[config.mk]
export PLATFORM = sky130hd
export DESIGN_NAME = i_cache_fill_fsm
export DESIGN_NICKNAME = d
export VERILOG_FILES = /design/src/rtl/i_cache_pkg.sv /design/src/rtl/i_cache_fill_cnt.sv /design/src/rtl/i_cache_fill_fsm.sv
export SDC_FILE = /design/constraint.sdc
export NUM_CORES = 1
export LEC_CHECK = 0
export BUFFER_PORTS_ARGS = -buffer_cell sky130_fd_sc_hd__buf_4
export CORE_MARGIN = 4
export CORE_UTILIZATION = 45
export DETAILED_ROUTE_END_ITERATION = 16
export PLACE_DENSITY = 0.94
export SLEW_MARGIN = 20
export SYNTH_ARGS = -nofsm -noshare
export SYNTH_HDL_FRONTEND = slang
export SYNTH_HIERARCHICAL = 1
export SYNTH_SLANG_ARGS = --single-unit
[constraint.sdc]
create_clock -name clk -period 4.35 [get_ports clk]
set_input_delay 1.305 -clock clk [delete_from_list [all_inputs] [get_ports clk]]
set_output_delay 1.305 -clock clk [all_outputs]
set_load 0.01 [all_outputs]
[src/rtl/i_cache_pkg.sv]
// Shared constants, FSM state type and fill-order helper for the i_cache block fill FSM.
package i_cache_pkg;
   localparam int BLOCK_WORDS = 8;
   localparam int OFFSET_W    = 3;
   localparam int CNT_W       = 4;
   localparam int MEM_LATENCY = 4;

   typedef enum logic {
      IDLE = 1'b0,
      FILL = 1'b1
   } fill_state_e;

   // Word index for the n-th transfer of a fill; wraps modulo the block size.
   function automatic logic [OFFSET_W-1:0] word_idx(input logic [OFFSET_W-1:0] start,
                                                    input logic [CNT_W-1:0]    n);
      return start + n[OFFSET_W-1:0];
   endfunction
endpackage

[src/rtl/i_cache_fill_cnt.sv]
// CNT_W-bit up-counter with synchronous clear (priority) and count enable.
module i_cache_fill_cnt
   import i_cache_pkg::*;
(
   input  logic             clk,
   input  logic             rst,
   input  logic             clr_i,
   input  logic             en_i,
   output logic [CNT_W-1:0] cnt_o
);
   logic [CNT_W-1:0] cnt_q, cnt_d;

   always_comb begin
      cnt_d = cnt_q;
      if (clr_i)
         cnt_d = '0;
      else if (en_i)
         cnt_d = cnt_q + CNT_W'(1);
   end

   always_ff @(posedge clk) begin
      if (!rst)
         cnt_q <= '0;
      else
         cnt_q <= cnt_d;
   end

   assign cnt_o = cnt_q;
endmodule

[src/rtl/i_cache_fill_fsm.sv]
// I-cache block fill FSM: issues 8 word reads per miss and writes returned words into the arrays.
// Define ICF_CWF_EN to request the critical (missing) word first with wrap-around order.
module i_cache_fill_fsm
   import i_cache_pkg::*;
(
   input  logic        clk,
   input  logic        rst,
   input  logic        miss_detected,
   input  logic [15:0] miss_address,
   input  logic [15:0] memory_data,
   input  logic        memory_data_valid,
   output logic        fsm_busy,
   output logic        memory_read,
   output logic [15:0] memory_address,
   output logic        write_data_array,
   output logic        write_tag_array,
   output logic [2:0]  fill_word,
   output logic [15:0] fill_data
);
   fill_state_e         state_q, state_d;
   logic [11:0]         base_q, base_d;
   logic [OFFSET_W-1:0] start_off;
   logic [CNT_W-1:0]    req_cnt, rcv_cnt;
   logic                start_fill, req_en, rcv_en, last_word;
   logic [OFFSET_W-1:0] req_word, rcv_word;
   logic                unused_addr_lsb;

`ifdef ICF_CWF_EN
   logic [OFFSET_W-1:0] off_q, off_d;
   assign start_off       = off_q;
   assign unused_addr_lsb = miss_address[0];
`else
   assign start_off       = '0;
   assign unused_addr_lsb = ^miss_address[3:0];
`endif

   assign start_fill = (state_q == IDLE) && miss_detected;
   assign req_en     = (state_q == FILL) && (req_cnt < CNT_W'(BLOCK_WORDS));
   assign rcv_en     = (state_q == FILL) && memory_data_valid;
   assign last_word  = rcv_en && (rcv_cnt == CNT_W'(BLOCK_WORDS - 1));
   assign req_word   = word_idx(start_off, req_cnt);
   assign rcv_word   = word_idx(start_off, rcv_cnt);

   i_cache_fill_cnt u_req_cnt (
      .clk   (clk),
      .rst   (rst),
      .clr_i (start_fill),
      .en_i  (req_en),
      .cnt_o (req_cnt)
   );

   i_cache_fill_cnt u_rcv_cnt (
      .clk   (clk),
      .rst   (rst),
      .clr_i (start_fill),
      .en_i  (rcv_en),
      .cnt_o (rcv_cnt)
   );

   always_comb begin
      state_d = state_q;
      base_d  = base_q;
`ifdef ICF_CWF_EN
      off_d   = off_q;
`endif
      case (state_q)
         IDLE: begin
            if (miss_detected) begin
               state_d = FILL;
               base_d  = miss_address[15:4];
`ifdef ICF_CWF_EN
               off_d   = miss_address[3:1];
`endif
            end
         end
         FILL: begin
            // Completion follows the received-word count, so gapped data simply stretches FILL.
            if (last_word)
               state_d = IDLE;
         end
         default: state_d = IDLE;
      endcase
   end

   always_ff @(posedge clk) begin
      if (!rst) begin
         state_q <= IDLE;
         base_q  <= '0;
`ifdef ICF_CWF_EN
         off_q   <= '0;
`endif
      end else begin
         state_q <= state_d;
         base_q  <= base_d;
`ifdef ICF_CWF_EN
         off_q   <= off_d;
`endif
      end
   end

   // Data-path outputs are zeroed outside their strobe so idle/reset outputs read as 0.
   assign fsm_busy         = (state_q == FILL) || start_fill;
   assign memory_read      = req_en;
   assign memory_address   = req_en ? {base_q, req_word, 1'b0} : 16'h0000;
   assign write_data_array = rcv_en;
   assign write_tag_array  = last_word;
   assign fill_word        = rcv_en ? rcv_word : 3'd0;
   assign fill_data        = rcv_en ? memory_data : 16'h0000;
endmodule
# Yosys cells after proc, flatten, opt, wreduce, memory -nomap -nowiden
# Cells that the tools add are included.
[word_totals]
ff_bits = 21
word_cells = 23
inputBits = 36
out_inout_bits = 39
[classes]
muxes = 6
addsub = 2
eq_ne = 1
bitwise_logic = 2
magnitude_cmp = 1
reduce_logical = 7
[ops]
columns = ["op", "n"]
rows = [
  ["two-way mux 16 bit", 2],
  ["adder 4 x 1 -> 4 bit, second input constant", 2],
  ["== test 4 x 3 -> 1 bit, second input constant", 1],
  ["logical AND 1 bit", 4],
  ["less-than comparator 4 bit, second input constant", 1],
  ["two-way mux 3 bit", 1],
  ["two-way mux 1 bit", 2],
  ["inverter 1 bit", 2],
  ["one-hot mux 1 bit (2 select lines)", 1],
  ["AND reduction 2 bit", 1],
  ["OR reduction 2 bit", 1],
  ["logical OR 1 bit", 1],
]

# Longest topological paths before layout
[depth]
word_depth = 4
ltp_mapped = 5
mapped_depth_nobuf = 4

# By module
# The synthesis kept the hierarchy.
[modules_own_cells]
columns = ["mod", "area_each_um2", "cells_per_inst", "n_inst", "seq_area_each_um2"]
rows = [
  ["i_cache_fill_fsm", 824.5, 101, 1, 260.2],
  ["i_cache_fill_cnt", 181.4, 17, 2, 80.1],
]

# Worst setup path after synthesis
# Ideal clock, no wire load.
[synth_timing]
path_type = "input to output"
from = "input memory_data_valid"
to = "output write_data_array"
path_buffers = 2
t_required_ps = 3045
path_slack_ps = 1112
path_stages = 3
arrival_ps = 1933
path_cell_list = "clkbuf_2 -> clkbuf_1 -> and2_1"
[synth_between]
elab_chain_cells = 1
[synth_rtl]
columns = ["element", "line_no", "text"]
rows = [
  ["from (decl)", "i_cache_fill_fsm.sv:11", "input logic memory_data_valid,"],
  ["logical AND 1 bit", "i_cache_fill_fsm.sv:39", "assign rcv_en = (state_q == FILL) && memory_data_valid;"],
  ["to (decl)", "i_cache_fill_fsm.sv:15", "output logic write_data_array,"],
]
# No other way between the ends.

# Worst setup path after layout
[layout_timing]
from = "input memory_data_valid"
to = "output write_tag_array"
[layout_between]
elab_chain_cells = 2
[layout_rtl]
columns = ["element", "line_no", "text"]
rows = [
  ["logical AND 1 bit", "i_cache_fill_fsm.sv:39", ""],
  ["logical AND 1 bit", "i_cache_fill_fsm.sv:40", "assign last_word = rcv_en && (rcv_cnt == CNT_W'(BLOCK_WORDS - 1));"],
  ["to (decl)", "i_cache_fill_fsm.sv:16", "output logic write_tag_array,"],
]
# No other way between the ends.

==> summary.md <==
| Metric | Value |
|---|---|
| Outcome | complete, no violations |
| Post-DRT Antenna Nets | 0 |
| Sink Count | 21 |
| Wirelength per Cell | 12.27 µm |
| Register area share after synthesis | 0.3541 |
| Flops & latches, synth | 21 |
| Ports | 75 |
| DP HPWL | 2207 µm |
| Antenna violations before repair | 0 |
| Largest net degree at the start of global routing | 24 |
| Bufs on Longest Clock Path | 2 |
| Reg2reg end | u_req_cnt/cnt_o[3] |
| Clk pin slew, worst setup/hold paths | 0.11 ns |
| CP Class | in -> out |
| Largest fanout on the critical path | 20 |
| # DRC | 0 |
| Pre-CTS setup slack | 1.029 ns |
| Slew at the pin closest to its max-slew limit | 0.5457 ns |
| Die width | 59.37 µm |
| Chip height | 59.37 µm |
| Routed length on met1 | 1090 µm |
| First-pass GRT wire length | 4526 µm |
| Slew HR | 0.6357 |
| H-tree Lvls | 1 |
| Gpl congestion | 0.6966 |
| Post-route cell area | 1700 µm² |
| Yosys cell types | 26 |
| Share of cells above drive strength 1 | 0.4422 |
| RSZ-0062 raised after global routing | false |
| Worst r2r src | state_q |
| Async SR Flop Fraction | 0 |
| Max Cap Viol | 0 |
| CP startpoint | memory_data_valid |
| CP Launch Type | input pin |
| Starting Density | 0.4750 |
| Max Used Layer | met4 |
| Placeable Area | 2500 µm² |
| Top-area cell type share of the netlist area | 0.3541 |
| Antenna diode count | 0 |
| Cts repair resizes | 0 |
| # setup viols final | 0 |
| First-pass iteration count of the detailed router | 4 |
| Area after DPL | 1674 µm² |
| Clock root cell | clkbuf_4 |
| Drt via density | 4.873 |
| Leakage | 0.0008825 µW |
| # rows | 18 |
| Fmax | 0.3015 GHz |
| Initial drt markers | 14 |
| Sw Share | 0.2585 |
| Wirelength, routed | 2809 µm |
| Post-Synthesis Cells | 135 |
| Min-Delay Path Class | reg -> reg |
| Synth warn | 6 |
| GRT overflow | 0 |
| Power share of the sequential group | 0.541 |
| Final nets | 238 |
| Die area | 3524 µm² |
| Most used DFF post-synth | dfxtp_1 |
| P_int | 284.7 µW |
| Post-synth top area cell | dfxtp_1 |
| Clock Latency Late Sink | 0.30 ns |
| Post-route minimum period | 3.316 ns |
| PnR worst setup slack | 1.034 ns |
| Fill count | 209 |
| WL met3 | 92 µm |
| Final period utilization | 0.7624 |
| Clock share of power | 0.237 |
| Critical path capture point type | output port |
| Top cells by area, synth | dfxtp_1 (35%), and3_1 (10%), a21boi_2 (9.5%) |
| Final Max Tran Viols | 0 |
| Switching power | 99.25 µW |
| Clk_skew | 0.001816 ns |
| Power Density | 225.8 nW/µm² |
| Final hold violation count | 0 |
| CTS tree | yes |
| Hold buffers post-CTS | 0 |
| Req. time, crit path | 3.04 ns |
| Combinational Power Share | 0.222 |
| Post-Syn Area per Cell | 8.795 µm² |
| Gr usage total | 0.1658 |
| R2r setup slk | 2.60 ns |
| Post-synth net total | 173 |
| Vias in the first global route | 1019 |
| Area Overhead vs Synth | 43.20% |
| Setup Fix Bufs, Post-CTS | 0 |
| Port Buf Inserts | 69 |
| Worst EP arrival | 2.01 ns |
| Worst setup path endpoint | write_tag_array |
| Number of CTS-inserted buffers | 3 |
| Post-synth EDFFs | 0 |
| Worst-case reg-to-reg path depth | 4 |
| Vias | 1116 |
| Setup TNS Final | 0 ns |
| Cell area after synthesis | 1187 µm² |
| Routed wl met2 | 1600 µm |
| Peak VDD IR | 222.5 µV |
## Yosys cell counts (2+ instances only)
master    number
ha_1           2
nor2_1         5
a21boi_0       2
a21bo_2        2
xnor2_1        2
and2_1        16
and3_1        19
dfxtp_1       21
or3b_1         2
nand4_1        2
mux2i_1        4
a21boi_2      10
nand3b_1       4
or2b_1         2
a21oi_1        2
buf_6          4
nand2_1       25
clkbuf_1       3
## area by class of cell
cell class                 instances  area (µm²)  share of cell area
timing repair buffer              69       518.0              0.3046
inverter                           1       3.754            0.002208
multi-input combinational        104       694.4              0.4084
sequential                        21       420.4              0.2472
clock buffer                       4       26.28             0.01545
tap                               30       37.54             0.02208
## layer usage
| metal | up-vias | track usage |
|---|---|---|
| met5 | - | 0 |
| met4 | 0 | 0.03883 |
| met1 | 512 | 0.1901 |
| met2 | 20 | 0.3105 |
| li1 | 582 | - |
| met3 | 2 | 0.03268 |
## power by group through the flow
stage / Combinational (µW) / Sequential [µW] / Clock, µW
2_1_floorplan: 50.8 / 209 / 0
3_3_place_gp: 84.5 / 212 / 0
6_report: 85.3 / 208 / 91.1
5_1_grt: 93.8 / 209 / 101
4_1_cts: 86.6 / 207 / 93.8
3_5_place_dp: 86.3 / 212 / 0
## flip-flops by register name, indices dropped and copies added (netlist names)
| register | count |
|---|---|
| base_q | 12 |
| state_q | 1 |
| u_req_cnt/cnt_o | 4 |
| u_rcv_cnt/cnt_o | 4 |
## per-stage QoR
stage | util | total power [µW] | instances | hold slack [ns]
final | 0.6802 | 383.9 | 229 | 0.4657
after detailed placement | 0.6697 | 298.3 | 225 | 0.4544
after floorplan | - | 259.6 | 135 | 0.4388
after global routing | 0.6802 | 403.8 | 229 | 0.4849
after CTS | 0.6802 | 387.9 | 229 | 0.4697
after global placement | 0.6697 | 296.1 | 225 | 0.4464
## cells by family after synthesis
kind of cell    count (synthesis)  synth area share
fa+ha+maj                       2           0.02107
flops                          21            0.3541
simple gates                   79            0.3793
buf+inv                        10           0.06111
compound gates                 16            0.1328
mux                             4           0.03372
xor+xnor                        2           0.01476
other cells                     1          0.003158
## worst min path at each step
stage                     startpoint          to  slack (ns)  cells after the start
after detailed placement  base_q[10]  base_q[10]        0.45                      2
after global placement     base_q[2]   base_q[2]        0.45                      2
after floorplan            base_q[1]   base_q[1]        0.44                      2
after global routing      base_q[10]  base_q[10]        0.48                      2
final                     base_q[10]  base_q[10]        0.47                      2
after CTS                 base_q[10]  base_q[10]        0.47                      2
## cells in the final DEF, fill, tap and decap left out
cell       n
a21bo_2    2
a21boi_0   2
a21boi_2  10
a21oi_1    2
and2_1    16
and3_1    19
and4b_1    1
buf_4     69
clkbuf_1   1
clkbuf_4   3
conb_1     1
dfxtp_1   21
ha_1       2
inv_2      1
mux2i_1    4
nand2_1   25
nand2b_4   1
nand3b_1   4
nand4_1    2
nor2_1     5
nor2b_4    1
or2_2      1
or2b_1     2
or3b_1     2
xnor2_1    2
## critical path, stage by stage
cell and delay, ns:
buf_4 0.17, and3_1 0.18, and4b_1 0.22, buf_4 0.13
Power figures use the tool's default switching activity.
